--- src/rtl/xoro_pkg.sv ---
// Shared peripheral definitions: register word indices and UART STATUS bit layout.
package xoro_pkg;

  // Register word indices (mem_addr[3:2])
  localparam logic [1:0] UART_TXDATA  = 2'd0;
  localparam logic [1:0] UART_STATUS  = 2'd1;
  localparam logic [1:0] UART_DIVISOR = 2'd2;

  // STATUS register bit positions
  localparam int unsigned UART_ST_FULL      = 0;
  localparam int unsigned UART_ST_EMPTY     = 1;
  localparam int unsigned UART_ST_BUSY      = 2;
  localparam int unsigned UART_ST_OVERFLOW  = 3;
  localparam int unsigned UART_ST_COUNT_LSB = 8;
  localparam int unsigned UART_ST_COUNT_W   = 8;

endpackage

--- src/rtl/sync_fifo.sv ---
// Synchronous FIFO with separate occupancy counter; shared by the UART transmit and receive paths.
module sync_fifo #(
  parameter int unsigned DATA_W = 8,
  parameter int unsigned DEPTH  = 8
) (
  input  logic                     clk,
  input  logic                     reset,
  input  logic                     push,
  input  logic [DATA_W-1:0]        wdata,
  input  logic                     pop,
  output logic [DATA_W-1:0]        rdata,
  output logic                     full,
  output logic                     empty,
  output logic [$clog2(DEPTH):0]   count
);

  localparam int unsigned PTR_W = $clog2(DEPTH);
  localparam int unsigned CNT_W = PTR_W + 1;

  logic [DATA_W-1:0] mem_q [DEPTH];
  logic [PTR_W-1:0]  wr_ptr_q, wr_ptr_d;
  logic [PTR_W-1:0]  rd_ptr_q, rd_ptr_d;
  logic [CNT_W-1:0]  count_q, count_d;
  logic              do_push, do_pop;

  assign full    = (count_q == CNT_W'(DEPTH));
  assign empty   = (count_q == '0);
  assign count   = count_q;
  assign rdata   = mem_q[rd_ptr_q];
  assign do_pop  = pop & ~empty;
  // A push into a full FIFO is allowed when the head leaves in the same cycle.
  assign do_push = push & (~full | do_pop);

  // Next-state pointers and occupancy; pointers wrap naturally at DEPTH.
  always_comb begin
    wr_ptr_d = wr_ptr_q;
    rd_ptr_d = rd_ptr_q;
    count_d  = count_q;
    if (do_push) wr_ptr_d = wr_ptr_q + 1'b1;
    if (do_pop)  rd_ptr_d = rd_ptr_q + 1'b1;
    unique case ({do_push, do_pop})
      2'b10:   count_d = count_q + 1'b1;
      2'b01:   count_d = count_q - 1'b1;
      default: count_d = count_q;
    endcase
  end

  // Control state: pointers and count are reset, storage is not.
  always_ff @(posedge clk) begin
    if (reset) begin
      wr_ptr_q <= '0;
      rd_ptr_q <= '0;
      count_q  <= '0;
    end else begin
      wr_ptr_q <= wr_ptr_d;
      rd_ptr_q <= rd_ptr_d;
      count_q  <= count_d;
    end
  end

  // Storage write.
  always_ff @(posedge clk) begin
    if (do_push) mem_q[wr_ptr_q] <= wdata;
  end

endmodule

--- src/rtl/uart_tx.sv ---
// Memory-mapped 8N1 UART transmitter: TXDATA FIFO, STATUS and DIVISOR registers, baud shifter.
module uart_tx
  import xoro_pkg::*;
#(
  parameter int unsigned FIFO_DEPTH      = 8,
  parameter int unsigned DEFAULT_DIVISOR = 868
) (
  input  logic        clk,
  input  logic        reset,
  input  logic        mem_valid,
  input  logic        enable,
  input  logic [3:0]  mem_addr,
  input  logic [31:0] mem_wdata,
  input  logic [3:0]  mem_wstrb,
  output logic [31:0] mem_rdata,
  output logic        mem_ready,
  output logic        serial_out
);

  localparam int unsigned CNT_W = $clog2(FIFO_DEPTH) + 1;

  typedef enum logic [1:0] {S_IDLE, S_START, S_DATA, S_STOP} state_e;

  state_e      state_q;
  logic [15:0] timer_q;
  logic [2:0]  bit_idx_q;
  logic [7:0]  shift_q;
  logic        serial_out_q;

  logic        mem_ready_q;
  logic [31:0] mem_rdata_q, mem_rdata_d;
  logic        overflow_q, overflow_d;
  logic [15:0] divisor_q, divisor_d;

  logic        take, is_write, txdata_wr, bit_end, busy;
  logic [1:0]  reg_sel;
  logic        fifo_push, fifo_pop, fifo_full, fifo_empty;
  logic [7:0]  fifo_rdata;
  logic [CNT_W-1:0] fifo_count;
  logic [31:0] status_word;
  logic        unused_ok;

  function automatic logic [15:0] clamp_divisor(input logic [15:0] v);
    return (v < 16'd2) ? 16'd2 : v;
  endfunction

  assign take      = mem_valid & enable & ~mem_ready_q;
  assign is_write  = |mem_wstrb;
  assign reg_sel   = mem_addr[3:2];
  assign txdata_wr = take & is_write & (reg_sel == UART_TXDATA) & mem_wstrb[0];
  assign bit_end   = (timer_q == 16'd1);
  // The last STOP cycle re-checks the FIFO so consecutive frames abut.
  assign fifo_pop  = ~fifo_empty & ((state_q == S_IDLE) | ((state_q == S_STOP) & bit_end));
  assign fifo_push = txdata_wr & (~fifo_full | fifo_pop);
  assign busy      = (state_q != S_IDLE) | fifo_pop;

  assign mem_ready  = mem_ready_q;
  assign mem_rdata  = mem_rdata_q;
  assign serial_out = serial_out_q;
  assign unused_ok  = ^{mem_wdata[31:16], mem_addr[1:0], mem_wstrb[3:2]};

  sync_fifo #(
    .DATA_W (8),
    .DEPTH  (FIFO_DEPTH)
  ) u_fifo (
    .clk   (clk),
    .reset (reset),
    .push  (fifo_push),
    .wdata (mem_wdata[7:0]),
    .pop   (fifo_pop),
    .rdata (fifo_rdata),
    .full  (fifo_full),
    .empty (fifo_empty),
    .count (fifo_count)
  );

  // Assemble the STATUS read value from live FIFO/shifter state.
  always_comb begin
    status_word = '0;
    status_word[UART_ST_FULL]     = fifo_full;
    status_word[UART_ST_EMPTY]    = fifo_empty;
    status_word[UART_ST_BUSY]     = busy;
    status_word[UART_ST_OVERFLOW] = overflow_q;
    status_word[UART_ST_COUNT_LSB +: UART_ST_COUNT_W] = UART_ST_COUNT_W'(fifo_count);
  end

  // Register writes, sticky overflow and read-data selection for a taken access.
  always_comb begin
    divisor_d   = divisor_q;
    overflow_d  = overflow_q;
    mem_rdata_d = '0;
    if (txdata_wr & ~fifo_push) overflow_d = 1'b1;
    if (take & is_write) begin
      if ((reg_sel == UART_STATUS) && mem_wstrb[0] && mem_wdata[UART_ST_OVERFLOW])
        overflow_d = 1'b0;
      if ((reg_sel == UART_DIVISOR) && (|mem_wstrb[1:0]))
        divisor_d = clamp_divisor({mem_wstrb[1] ? mem_wdata[15:8] : divisor_q[15:8],
                                   mem_wstrb[0] ? mem_wdata[7:0]  : divisor_q[7:0]});
    end
    if (take & ~is_write) begin
      unique case (reg_sel)
        UART_STATUS:  mem_rdata_d = status_word;
        UART_DIVISOR: mem_rdata_d = {16'h0000, divisor_q};
        default:      mem_rdata_d = '0;
      endcase
    end
  end

  // Bus acknowledge, read data and configuration registers.
  always_ff @(posedge clk) begin
    if (reset) begin
      mem_ready_q <= 1'b0;
      mem_rdata_q <= '0;
      overflow_q  <= 1'b0;
      divisor_q   <= 16'(DEFAULT_DIVISOR);
    end else begin
      mem_ready_q <= take;
      mem_rdata_q <= mem_rdata_d;
      overflow_q  <= overflow_d;
      divisor_q   <= divisor_d;
    end
  end

  // Shifter FSM: START, 8 data bits LSB first, STOP; each bit lasts DIVISOR cycles.
  always_ff @(posedge clk) begin
    if (reset) begin
      state_q      <= S_IDLE;
      timer_q      <= '0;
      bit_idx_q    <= '0;
      serial_out_q <= 1'b1;
    end else begin
      unique case (state_q)
        S_IDLE: begin
          if (fifo_pop) begin
            state_q      <= S_START;
            timer_q      <= divisor_q;
            bit_idx_q    <= '0;
            shift_q      <= fifo_rdata;
            serial_out_q <= 1'b0;
          end
        end
        S_START: begin
          if (bit_end) begin
            state_q      <= S_DATA;
            timer_q      <= divisor_q;
            serial_out_q <= shift_q[0];
            shift_q      <= shift_q >> 1;
          end else begin
            timer_q <= timer_q - 16'd1;
          end
        end
        S_DATA: begin
          if (bit_end) begin
            timer_q <= divisor_q;
            if (bit_idx_q == 3'd7) begin
              state_q      <= S_STOP;
              serial_out_q <= 1'b1;
            end else begin
              bit_idx_q    <= bit_idx_q + 3'd1;
              serial_out_q <= shift_q[0];
              shift_q      <= shift_q >> 1;
            end
          end else begin
            timer_q <= timer_q - 16'd1;
          end
        end
        S_STOP: begin
          if (bit_end) begin
            if (fifo_pop) begin
              state_q      <= S_START;
              timer_q      <= divisor_q;
              bit_idx_q    <= '0;
              shift_q      <= fifo_rdata;
              serial_out_q <= 1'b0;
            end else begin
              state_q <= S_IDLE;
            end
          end else begin
            timer_q <= timer_q - 16'd1;
          end
        end
        default: state_q <= S_IDLE;
      endcase
    end
  end

endmodule

--- config.mk ---
export PLATFORM = sky130hd
export DESIGN_NAME = uart_tx
export DESIGN_NICKNAME = d
export VERILOG_FILES = /design/src/rtl/xoro_pkg.sv /design/src/rtl/sync_fifo.sv /design/src/rtl/uart_tx.sv
export SDC_FILE = /design/constraint.sdc
export NUM_CORES = 1
export LEC_CHECK = 0
export CORE_AREA = 4 4 95 163
export DETAILED_ROUTE_END_ITERATION = 16
export DIE_AREA = 0 0 99 167
export PLACE_DENSITY = 0.75
export SLEW_MARGIN = 20
export SYNTH_ARGS = -nofsm -noshare
export SYNTH_HDL_FRONTEND = slang
export SYNTH_HIERARCHICAL = 1
export SYNTH_SLANG_ARGS = --single-unit
--- constraint.sdc ---
create_clock -name clk -period 5.43 [get_ports clk]
set_input_delay 1.3575 -clock clk [delete_from_list [all_inputs] [get_ports clk]]
set_output_delay 1.3575 -clock clk [all_outputs]
set_load 0.05 [all_outputs]
# Yosys cells after proc, flatten, opt, wreduce, memory -nomap -nowiden

Memory sizes are Yosys's and may differ from the RTL's. A register that Yosys moved wholly into a read port is not among the register bits.
Cells that the tools add are included.

Output and inout port bits: 34
Memories kept: 1
Word-level logic and storage cells: 117
RAM bits: 64
Bits of input ports: 44
Flip-flop bits (word level): 90

Memory list:

| memory       | words | width | rd ports | clocked after memory_dff | wr ports | line            | text |
|---|---|---|---|---|---|---|---|
| u_fifo.mem_q | 8     | 8     | 1        | 1                        | 1        | sync_fifo.sv:20 | `logic [DATA_W-1:0] mem_q [DEPTH];` |

Magnitude comparators: 1
Eq/ne operators: 16
$add $sub $neg: 6
Multiplexer cells: 40
Reduce and logical (&&, ||, !) cells: 18
Bitwise logic cells: 23

Operators by type and width:

| operator                                                               | number |
|---|---|
| 16-bit 2-to-1 mux                                                      | 4 |
| 8-bit 2-to-1 mux                                                       | 7 |
| 16-bit one-hot mux with 3 select lines                                 | 1 |
| 16-bit one-hot mux with 2 select lines                                 | 1 |
| 8-bit one-hot mux with 4 select lines                                  | 1 |
| 3-bit 2-to-1 mux                                                       | 6 |
| 16-bit by 1-bit equality test with 1-bit output, second input constant | 1 |
| 16-bit by 2-bit < comparator with 1-bit output, second input constant  | 1 |
| 16-bit by 1-bit subtractor with 16-bit output, second input constant   | 1 |
| 1-bit AND                                                              | 12 |
| 2-bit != test, second input constant                                   | 6 |
| 1-bit 2-to-1 mux                                                       | 11 |
| 2-bit 2-to-1 mux                                                       | 5 |
| 5-bit AND reduction                                                    | 2 |
| 3-bit by 1-bit adder with 3-bit output, second input constant          | 3 |
| 3-bit one-hot mux with 3 select lines                                  | 1 |
| 2-bit equality test, second input constant                             | 4 |
| 2-bit one-hot mux with 4 select lines                                  | 1 |
| 4-bit one-hot mux with 2 select lines                                  | 1 |
| 1-bit inverter                                                         | 7 |
| 2-bit by 1-bit equality test with 1-bit output, second input constant  | 3 |
| 2-bit OR reduction                                                     | 3 |
| 4-bit by 1-bit adder with 4-bit output, second input constant          | 1 |
| 4-bit equality test, second input constant                             | 1 |
| other kinds (13)                                                       | 20 |

# Logic depth before layout (Yosys ltp)

Gate-level depths: netlist of the first run.

Depth in word-level cells: 11
Mapped depth: 15

# Cells and area by module

Netlist of the first run, hierarchy kept.

By module, submodules not included:

| module    | seq. area each (um^2) | times used | area an instance (um^2) | cells each |
|---|---|---|---|---|
| uart_tx   | 1361.3                | 1          | 3731.1                  | 418 |
| sync_fifo | 2182.1                | 1          | 3203.1                  | 176 |

# Least setup slack after synthesis of the first run

Ideal clock, no wire load.

Kind: input to register
Start point: input mem_wstrb[0]
End point: memory u_fifo.mem_q[0][0] (enable)
Arrival time: 3248 ps
Library setup time: 395 ps
Path buffers: 2
Stages: 7
Required time: 5035 ps
Setup slack: 1787 ps
Path through: clkbuf_1 -> inv_1 -> nor2_1 -> and3_1 -> buf_2 -> o21ai_4 -> nor4_1

Cells in the longest elaborated chain, start to end: 8

Ends and longest elaborated chain:

| element                                    | line            | text |
|---|---|---|
| start, declared                            | uart_tx.sv:14   | `input logic [3:0] mem_wstrb,` |
| 4-bit OR reduction                         | uart_tx.sv:48   | `assign is_write = \|mem_wstrb;` |
| 1-bit AND (2 in a row)                     | uart_tx.sv:50   | `assign txdata_wr = take & is_write & (reg_sel == UART_TXDATA) & mem_wstrb[0];` |
| 1-bit AND (*)                              | uart_tx.sv:50   |  |
| 1-bit AND (*)                              | uart_tx.sv:54   | `assign fifo_push = txdata_wr & (~fifo_full \| fifo_pop);` |
| via fifo_push                              | uart_tx.sv:37   | `logic fifo_push, fifo_pop, fifo_full, fifo_empty;` |
| 1-bit AND (*)                              | sync_fifo.sv:32 | `assign do_push = push & (~full \| do_pop);` |
| 1-bit 2-to-1 mux (*)                       | sync_fifo.sv:63 | `if (do_push) mem_q[wr_ptr_q] <= wdata;` |
| 1-bit 2-to-1 mux (implied by the code) (*) | sync_fifo.sv:63 |  |
| end, declared                              | sync_fifo.sv:20 |  |

Mark *: on every way through the listed nets, which the timed path passes. The rest lies on a longest branch.

# Worst setup path after layout of the first run

Start point: register state_q[0]
End point: register u_fifo.count_q[3], in the netlist u_fifo/count[3]

Cells in the longest elaborated chain, start to end: 9

Ends and longest elaborated chain:

| element                                                                               | line            | text |
|---|---|---|
| start, declared                                                                       | uart_tx.sv:24   | `state_e state_q;` |
| start signal, assigned                                                                | uart_tx.sv:127  | `state_q <= S_IDLE;` |
| start signal, assigned                                                                | uart_tx.sv:135  | `state_q <= S_START;` |
| start signal, assigned                                                                | uart_tx.sv:144  | `state_q <= S_DATA;` |
| 2-bit equality test                                                                   | uart_tx.sv:53   | `assign fifo_pop = ~fifo_empty & ((state_q == S_IDLE) \| ((state_q == S_STOP) & bit_end));` |
| 1-bit AND                                                                             | uart_tx.sv:53   |  |
| 1-bit OR (*)                                                                          | uart_tx.sv:53   |  |
| 1-bit AND (*)                                                                         | uart_tx.sv:53   |  |
| 1-bit OR (*)                                                                          | uart_tx.sv:54   |  |
| 1-bit AND (*)                                                                         | uart_tx.sv:54   |  |
| via fifo_push                                                                         | uart_tx.sv:37   |  |
| 1-bit AND (*)                                                                         | sync_fifo.sv:32 |  |
| 2-bit by 1-bit equality test with 1-bit output or 2-bit equality test (tied branches) | sync_fifo.sv:41 | `unique case ({do_push, do_pop})` |
| 4-bit one-hot mux with 2 select lines or 2-bit nonzero test (tied branches)           | --              |  |
| end signal, assigned                                                                  | sync_fifo.sv:57 | `count_q <= count_d;` |
| end, declared                                                                         | sync_fifo.sv:23 | `logic [CNT_W-1:0] count_q, count_d;` |

Marks and branches as above.
A chain may end at the register's enable or synchronous reset.

==> results.py, run 1 <==
metrics = {
    "status": {
        "status": "complete, no violations",
    },
    "final_layout": {
        "drive_gt1_share_pct": 12.9,
        "areaGrowthSynthToFinish_pct": 16.2,
        "fin_nets": 692,
        "instances_no_fill": 821,
        "final_common_cell": "edfxtp_1",
        "antennaDiodeCount": 0,
        "final_cell_mix": "edfxtp_1, dfxtp_1, nor2_1",
        "stdcell_area_um2": 8060,
    },
    "yosys": {
        "yosysWarnings": 6,
        "synth.cell_area_um2": 6930,
        "syn_area_per_cell_um2": 11.7,
        "synth-edff-count": 72,
        "synth.distinct_cells": 71,
        "synth_cells": 594,
        "synthFlopType": "edfxtp_1",
        "ys_seq_area_share_pct": 51.1,
        "ys_ff_latch": 141,
        "async_flop_share_pct": 0,
    },
    "critical_path": {
        "arrival_ps": 4580,
        "path_max_fanout": 16,
        "critPathKind": "flip-flop to flip-flop",
        "r2r_slack_ps": 1190,
        "rr_endpoint": "u_fifo/count[3]$_SDFFE_PP0P_",
        "worstReg2RegStart": "state_q[0]$_SDFFE_PP0P_",
        "critical_path.startpoint_type": "flip-flop",
        "cp-end-kind": "flip-flop",
        "crit_required_ps": 5770,
        "r2r.worst_path.cells": 13,
    },
    "grt": {
        "gr-total-overflow": 0,
        "grt_pass1_vias": 5191,
        "grt_max_degree": 35,
        "grt_pass1_wl_mm": 26.9,
        "grt_usage_pct": 20.9,
        "antenna_found_initial": 0,
    },
    "drt": {
        "wire_per_inst_um": 20.3,
        "vias": 4973,
        "drc": 0,
        "drtIter0Drc": 302,
        "ant_nets": 0,
        "via_per_inst": 6.06,
        "routed_wl_mm": 16.7,
        "drt_first_pass_iters": 5,
    },
    "timing": {
        "max_slew_margin_pct": 36.0,
        "min_period_over_period_pct": 78.1,
        "finalSetupTns_ps": 0,
        "drv_slew": 0,
        "max_freq_mhz": 236,
        "hold_slack_ps": 471,
        "rsz0062_at_grt": "false",
        "setup_viol": 0,
        "finalHoldViolations": 0,
        "worst_pin_slew_ps": 956,
        "fin_skew_ps": 11.5,
        "post-route-min-period_ps": 4240,
    },
    "worst_hold_path": {
        "min_delay_path_depth": 1,
        "holdPathEnd": "serial_out$_SDFFE_PP1P_",
        "hold_start": "serial_out$_SDFFE_PP1P_",
        "hold_path.class": "flip-flop to flip-flop",
    },
    "clocking": {
        "cts_buffers": 17,
        "cts.repair.resized": 0,
        "clkSlewWorstSetupHoldPaths_ps": 70,
        "clock_latency_ps": 430,
        "cts-root-buf": "clkbuf_16",
        "post-cts-setup-buffer-count": 0,
        "cts-hold-fix-buffers": 0,
        "cts_tree": "built",
        "h-tree-depth": 4,
        "clkSinkCount": 141,
        "cts_max_path_buffers": 2,
    },
    "power_and_ir_drop": {
        "power.density_nw_per_um2": 358,
        "leakage_nw": 2.93,
        "report.power.total_mw": 2.89,
        "vdd_drop_max_v": 0.000208,
    },
    "floorplan": {
        "io_pins": 78,
        "rows": 57,
        "coreArea_um2": 14000,
        "die_area_um2": 16500,
        "die_y_um": 167,
        "die_w_um": 99,
        "start_util_pct": 49.4,
    },
    "placement": {
        "dpl.hpwl_mm": 11.4,
        "placed_area_um2": 7410,
        "dp_cells": 789,
        "place.gp.congestion": 0.819,
        "port_buffers": 43,
    },
    "flow_run": {
        "maxCapViolCount": 0,
    },
}
[cell usage after synthesis (6+ instances only)]
cell type | instances | share of area [%]
nand2b_1 | 6 | 0.54
nand3_1 | 12 | 0.87
o32ai_1 | 6 | 0.76
a22oi_1 | 11 | 1.2
mux2i_1 | 33 | 4.8
and3_1 | 14 | 1.3
xnor2_1 | 9 | 1.1
buf_4 | 19 | 2.1
and2_1 | 6 | 0.54
a211o_1 | 6 | 0.76
a21oi_1 | 11 | 0.79
o21ai_1 | 8 | 0.58
nor2_1 | 56 | 3.0
ha_1 | 16 | 2.9
xor2_1 | 7 | 0.88
nor4_1 | 9 | 0.81
edfxtp_1 | 72 | 31
clkbuf_1 | 17 | 0.92
o211ai_1 | 7 | 0.76
mux4_2 | 6 | 1.9
a31oi_1 | 6 | 0.54
inv_1 | 13 | 0.70
o21ai_0 | 7 | 0.51
mux4_1 | 10 | 3.8
o31ai_1 | 7 | 0.76
o22ai_1 | 7 | 0.63
nor3_1 | 14 | 1.0
mux2_2 | 8 | 1.3
nand2_1 | 34 | 1.8
dfxtp_1 | 69 | 20
[how the worst max path moves through the flow]
stage                              endpoint               startpoint  slack, ps
2_1_floorplan  u_fifo/mem_q[0][0]$_DFFE_PP_             mem_wstrb[0]       1790
3_3_place_gp   u_fifo/count[3]$_SDFFE_PP0P_             mem_wstrb[0]       1280
3_5_place_dp   u_fifo/mem_q[5][5]$_DFFE_PP_             mem_wstrb[0]       1200
4_1_cts        u_fifo/count[3]$_SDFFE_PP0P_  state_q[0]$_SDFFE_PP0P_       1240
5_1_grt        u_fifo/count[3]$_SDFFE_PP0P_  state_q[0]$_SDFFE_PP0P_       1010
6_report       u_fifo/count[3]$_SDFFE_PP0P_  state_q[0]$_SDFFE_PP0P_       1190
[stage by stage]
step                      util (%)  setup slack (ps)
after floorplan                  -              1790
after global placement        52.8              1280
after detailed placement      52.8              1200
after CTS                     57.3              1240
after global routing          57.4              1010
final                         57.4              1190
[critical path, stage by stage (launching register included)]
cell	delay (ps)
dfxtp_1	390
ha_1	590
nor4b_2	370
nand4_2	170
a21oi_4	510
nand2b_1	170
and3_1	440
or2_2	220
inv_1	60
ha_1	330
a21oi_1	310
nor4bb_1	290
o21bai_1	140
a31oi_1	150
[cell type report]
class | instances | area, µm²
Inverter | 13 | 48.8
Tap cell | 177 | 221
Fill cell | 1143 | 5990
Clock buffer | 17 | 425
Sequential cell | 141 | 3540
Clock inverter | 15 | 215
Timing Repair Buffer | 56 | 528
Multi-Input combinational cell | 402 | 3080
[report_power, final]
group	internal, mW	switching [mW]	leakage, nW	total (mW)
clock	0.750	0.513	0.316	1.26
combinational	0.155	0.288	1.41	0.443
sequential	1.15	0.0269	1.21	1.18
total	2.06	0.828	2.93	2.89
[sequential cells by signal, indices dropped and copies added (netlist names), 4 cells and up, named ones only]
name / flops
u_fifo/mem_q: 64
divisor_q: 16
mem_rdata: 16
timer_q: 16
shift_q: 8
u_fifo/count: 4
[routing by layer]
metal,global-route usage [%],up-vias,part of all wire (%)
met2,37.8,167,55
li1,-,2295,-
met1,22.6,2474,37
met5,0,-,0
met4,11.1,0,3.7
met3,3.89,37,4.0
[cells by family after synthesis]
| kind of cell | after synthesis | synth area share, % |
|---|---|---|
| and+or+nand+nor | 192 | 15.2 |
| muxes | 59 | 12.2 |
| xor gates and xnor gates | 16 | 2.02 |
| buffers and inverters | 66 | 5.50 |
| AOI/OAI and AO/OA | 102 | 10.7 |
| DFF | 141 | 51.1 |
| other | 1 | 0.0541 |
| adders and majority gates | 17 | 3.18 |
Power figures use the tool's default switching activity.
==> run 2, diff against run 1 <==
==> constraint.sdc (replaced) <==
create_clock -name clk -period 4.4 [get_ports clk]
set_input_delay 1.1 -clock clk [delete_from_list [all_inputs] [get_ports clk]]
set_output_delay 1.1 -clock clk [all_outputs]
set_load 0.05 [all_outputs]
==> results.py, run 2 (same netlist as run 1, synthesis figures left out) <==
metrics = {
    "critical_path": {
        "critPathCapture": "u_fifo/count[3]$_SDFFE_PP0P_",
        "slowest_stage": "or3_1",
        "crit_required_ps": 4750,
        "critical_path.startpoint_type": "flip-flop",
        "max_stage_delay_ps": 540,
        "critPathTopFamily": "simple AND/OR/NAND/NOR gates",
        "r2r.worst_path.cells": 12,
        "startpoint": "u_fifo/count[1]$_SDFFE_PP0P_",
        "path_max_fanout": 11,
        "critPathKind": "flip-flop to flip-flop",
        "worstReg2RegStart": "u_fifo/count[1]$_SDFFE_PP0P_",
        "cp-end-kind": "flip-flop",
        "rr_endpoint": "u_fifo/count[3]$_SDFFE_PP0P_",
        "cp.depth": 12,
        "arrival_ps": 3830,
        "worst-path-buf-inv": 1,
        "r2r_slack_ps": 920,
        "crit_chain": "or3_1 -> nor2_1 -> a21oi_4 -> nand2b_1 -> and3_1 -> or2_2 -> inv_1 -> ha_1 -> a21oi_1 -> nor4bb_1 -> o21bai_1 -> a31oi_1",
    },
    "grt": {
        "grt_pass1_vias": 5050,
        "grt_usage_pct": 19.9,
        "grt_max_degree": 46,
        "gr-total-overflow": 0,
        "antenna_found_initial": 0,
        "grt_pass1_wl_mm": 25.8,
    },
    "power_and_ir_drop": {
        "power.density_nw_per_um2": 431,
        "vdd_drop_max_v": 0.000255,
        "leakage_nw": 2.95,
    },
    "final_layout": {
        "final_common_cell": "edfxtp_1",
        "final_cell_mix": "edfxtp_1, dfxtp_1, nor2_1",
        "top_register": "u_fifo/mem_q",
        "drive_gt1_share_pct": 13.4,
        "areaGrowthSynthToFinish_pct": 16.6,
        "largest_register_ffs": 64,
        "fin_nets": 697,
        "fin_util_pct": 57.6,
        "antennaDiodeCount": 0,
        "n_fill_cell": 1149,
    },
    "placement": {
        "port_buffers": 43,
        "dpl.hpwl_mm": 11.3,
        "place.gp.congestion": 0.869,
    },
    "drt": {
        "ant_nets": 0,
        "vias": 4965,
        "wire_per_inst_um": 19.5,
        "drtIter0Drc": 395,
        "via_per_inst": 6.01,
        "drt_first_pass_iters": 7,
        "drc": 0,
        "routed_wl_mm": 16.1,
    },
    "clocking": {
        "clkSlewWorstSetupHoldPaths_ps": 70,
        "cts_max_path_buffers": 2,
        "clkSinkCount": 141,
        "cts_tree": "built",
        "h-tree-depth": 4,
        "cts.repair.resized": 0,
        "cts_buffers": 17,
        "post-cts-setup-buffer-count": 0,
        "clock_latency_ps": 420,
        "cts-hold-fix-buffers": 0,
        "cts-root-buf": "clkbuf_16",
    },
    "timing": {
        "min_period_over_period_pct": 79.1,
        "rsz0062_at_grt": "false",
        "fin_skew_ps": 10.9,
        "max_slew_margin_pct": 30.7,
        "hold_slack_ps": 475,
        "finalHoldViolations": 0,
        "drv_slew": 0,
        "post-route-min-period_ps": 3480,
        "finalSetupTns_ps": 0,
        "setup_viol": 0,
        "max_freq_mhz": 287,
        "worst_pin_slew_ps": 1040,
    },
    "status": {
        "status": "complete, no violations",
    },
    "floorplan": {
        "io_pins": 78,
        "coreArea_um2": 14000,
        "die_w_um": 99,
        "rows": 57,
        "start_util_pct": 49.4,
        "die_area_um2": 16500,
        "die_y_um": 167,
    },
    "worst_hold_path": {
        "hold_path.class": "flip-flop to flip-flop",
        "hold_start": "serial_out$_SDFFE_PP1P_",
    },
    "flow_run": {
        "maxCapViolCount": 0,
    },
}
-- run 2: cell type report --
class | instances | area (µm²) | area share, %
multi-input cells | 402 | 3070 | 38.0
clock buffers | 17 | 425 | 5.26
clock inverters | 15 | 198 | 2.44
flip-flops and latches | 141 | 3540 | 43.8
inverters | 13 | 48.8 | 0.603
repair buffers | 61 | 578 | 7.15
well taps | 177 | 221 | 2.74
-- run 2: report_power, final --
part | total, mW | internal [mW] | switching [mW]
combinational | 0.534 | 0.191 | 0.343
sequential | 1.46 | 1.42 | 0.0331
clock | 1.50 | 0.868 | 0.630
-- run 2: how the worst min path moves through the flow --
stage | cells past startpoint | to | slack (ps)
final | 1 | serial_out$_SDFFE_PP1P_ | 470
after global routing | 1 | serial_out$_SDFFE_PP1P_ | 510
after CTS | 1 | overflow_q$_SDFF_PP0_ | 480
after detailed placement | 1 | overflow_q$_SDFF_PP0_ | 460
after global placement | 1 | overflow_q$_SDFF_PP0_ | 450
after floorplan | 1 | overflow_q$_SDFF_PP0_ | 440
-- run 2: layer usage --
| metal | vias to the layer above | wire [µm] | track usage (%) |
|---|---|---|---|
| li1 | 2294 | - | - |
| met1 | 2470 | 6030 | 21.0 |
| met2 | 169 | 8890 | 36.9 |
| met3 | 32 | 700 | 4.14 |
| met4 | 0 | 486 | 8.92 |
| met5 | - | 0 | 0 |
-- run 2: stage by stage --
step / total power, mW / instances / instance area, µm² / worst slack, ps
2_1_floorplan: 1.89 / 609 / 6990 / 1010
3_5_place_dp: 2.01 / 794 / 7460 / 611
6_report: 3.49 / 826 / 8090 / 918
4_1_cts: 3.50 / 826 / 8090 / 1040
5_1_grt: 3.62 / 826 / 8090 / 752
3_3_place_gp: 1.99 / 794 / 7460 / 827
==> run 3, diff against run 2 <==
--- a/config.mk
+++ b/config.mk
@@ -8,7 +8,7 @@
 export CORE_AREA = 4 4 95 163
 export DETAILED_ROUTE_END_ITERATION = 16
 export DIE_AREA = 0 0 99 167
-export PLACE_DENSITY = 0.75
+export PLACE_DENSITY = 0.78
 export SLEW_MARGIN = 20
 export SYNTH_ARGS = -nofsm -noshare
 export SYNTH_HDL_FRONTEND = slang
==> constraint.sdc (replaced) <==
create_clock -name clk -period 3 [get_ports clk]
set_input_delay 0.75 -clock clk [delete_from_list [all_inputs] [get_ports clk]]
set_output_delay 0.75 -clock clk [all_outputs]
set_load 0.05 [all_outputs]
==> results.py, run 3 (same netlist as run 1, synthesis figures left out) <==
metrics = {
    "status": {
        "status": "complete, no violations",
    },
    "drt": {
        "vias": 5135,
        "drc": 0,
        "ant_nets": 0,
        "wl_met2_mm": 9.20,
        "drtIter0Drc": 372,
        "via_per_inst": 5.99,
        "dr_wl_met3_um": 820,
        "highest_layer": "met4",
        "drt_first_pass_iters": 7,
        "routed_wl_mm": 16.9,
        "wire_per_inst_um": 19.7,
        "m1WireLength_mm": 6.10,
    },
    "critical_path": {
        "cp-end-kind": "flip-flop",
        "critPathTopFamily": "simple AND/OR/NAND/NOR gates",
        "slowest_stage": "or3_1",
        "arrival_ps": 3160,
        "cp.depth": 12,
        "worst-path-buf-inv": 1,
        "rr_endpoint": "u_fifo/count[3]$_SDFFE_PP0P_",
        "path_max_fanout": 7,
        "crit_required_ps": 3340,
        "max_stage_delay_ps": 400,
        "worstReg2RegStart": "u_fifo/count[2]$_SDFFE_PP0P_",
        "critical_path.startpoint_type": "flip-flop",
        "startpoint": "u_fifo/count[2]$_SDFFE_PP0P_",
        "critPathKind": "flip-flop to flip-flop",
        "r2r_slack_ps": 180,
        "crit_chain": "or3_1 -> nor2_2 -> a21oi_4 -> nand2b_1 -> and3_1 -> or2_2 -> inv_1 -> ha_1 -> a21oi_2 -> nor4bb_2 -> o21bai_1 -> a31oi_1",
        "critPathCapture": "u_fifo/count[3]$_SDFFE_PP0P_",
        "r2r.worst_path.cells": 12,
    },
    "power_and_ir_drop": {
        "power.density_nw_per_um2": 616,
        "vdd_drop_max_v": 0.000430,
        "report.power.total_mw": 5.14,
        "leakage_nw": 3.11,
    },
    "final_layout": {
        "final_common_cell": "edfxtp_1",
        "antennaDiodeCount": 0,
        "multi_input_area_um2": 3100,
        "top_register": "u_fifo/mem_q",
        "drive_gt1_share_pct": 17.9,
        "n_fill_cell": 1122,
        "fin_nets": 728,
        "final_cell_mix": "edfxtp_1, dfxtp_1, nor2_1",
        "instances_no_fill": 857,
        "largest_register_ffs": 64,
        "areaGrowthSynthToFinish_pct": 20.2,
        "area.sequential_um2": 3540,
        "fin_util_pct": 59.3,
    },
    "clocking": {
        "clock_latency_ps": 420,
        "cts_buffers": 17,
        "cts_tree": "built",
        "clkSinkCount": 141,
        "h-tree-depth": 4,
        "cts-hold-fix-buffers": 0,
        "clkSlewWorstSetupHoldPaths_ps": 70,
        "cts_max_path_buffers": 2,
        "cts-root-buf": "clkbuf_16",
    },
    "floorplan": {
        "die_y_um": 167,
        "die_area_um2": 16500,
        "io_pins": 78,
        "rows": 57,
        "coreArea_um2": 14000,
        "die_w_um": 99,
        "start_util_pct": 49.4,
    },
    "timing": {
        "setup_viol": 0,
        "setup_slack_ps": 181,
        "post-route-min-period_ps": 2820,
        "finalHoldViolations": 0,
        "hold_slack_ps": 472,
        "worst_pin_slew_ps": 733,
        "fin_skew_ps": 13.6,
        "max_slew_margin_pct": 50.9,
        "min_period_over_period_pct": 94.0,
        "max_freq_mhz": 355,
        "drv_slew": 0,
    },
    "placement": {
        "dpl.hpwl_mm": 11.8,
        "place.gp.congestion": 0.878,
        "port_buffers": 43,
        "dp_cells": 823,
        "post-place-ws_ps": -151,
    },
    "grt": {
        "antenna_found_initial": 0,
        "gr-total-overflow": 0,
        "grt_usage_pct": 20.9,
        "grt_max_degree": 29,
        "grt_pass1_wl_mm": 27.3,
        "grt_pass1_vias": 5248,
    },
    "flow_run": {
        "maxCapViolCount": 0,
    },
    "worst_hold_path": {
        "hold_path.class": "flip-flop to flip-flop",
    },
}
## run 3: cell types whose count changed in the layout (fill, tap and decap cells not counted), sizes merged
| cell | delta |
|---|---|
| buf | +31 |
## run 3: repair_timing
| action | CTS | global route |
|---|---|---|
| buffers inserted | 0 | 2 |
| gates resized for setup | 0 | 3 |
| setup endpoints to repair | 0 | 1 |
## run 3: stage by stage
stage | TNS [ps] | instance area (µm²)
2_1_floorplan | 0 | 7000
3_5_place_dp | -151 | 7680
4_1_cts | 0 | 8300
5_1_grt | -5.59 | 8330
3_3_place_gp | -63.8 | 7680
6_report | 0 | 8330
## run 3: area by class of cell
class	instances	share of cell area [%]
Multi-Input combinational cell	402	37.2
Tap cell	177	2.66
Clock buffer	17	5.11
Clock inverter	15	2.34
Sequential cell	141	42.5
Inverter	13	0.586
Timing Repair Buffer	92	9.58
## run 3: per-layer routing
metal / global-route usage, % / vias up
li1: - / 2369
met1: 22.7 / 2491
met2: 37.6 / 221
met3: 4.27 / 54
met4: 10.3 / 0
met5: 0 / -
## run 3: worst min-delay path by stage
stage,endpoint,start,cells after the start
floorplan,overflow_q$_SDFF_PP0_,overflow_q$_SDFF_PP0_,1
global placement,overflow_q$_SDFF_PP0_,overflow_q$_SDFF_PP0_,1
detailed placement,serial_out$_SDFFE_PP1P_,serial_out$_SDFFE_PP1P_,1
CTS,serial_out$_SDFFE_PP1P_,serial_out$_SDFFE_PP1P_,1
global route,overflow_q$_SDFF_PP0_,overflow_q$_SDFF_PP0_,1
finish,serial_out$_SDFFE_PP1P_,serial_out$_SDFFE_PP1P_,1
## run 3: report_power, final
part           internal (mW)  total (mW)  switching (mW)
clock                   1.27        2.17           0.902
combinational          0.301       0.826           0.525
sequential              2.09        2.14          0.0477
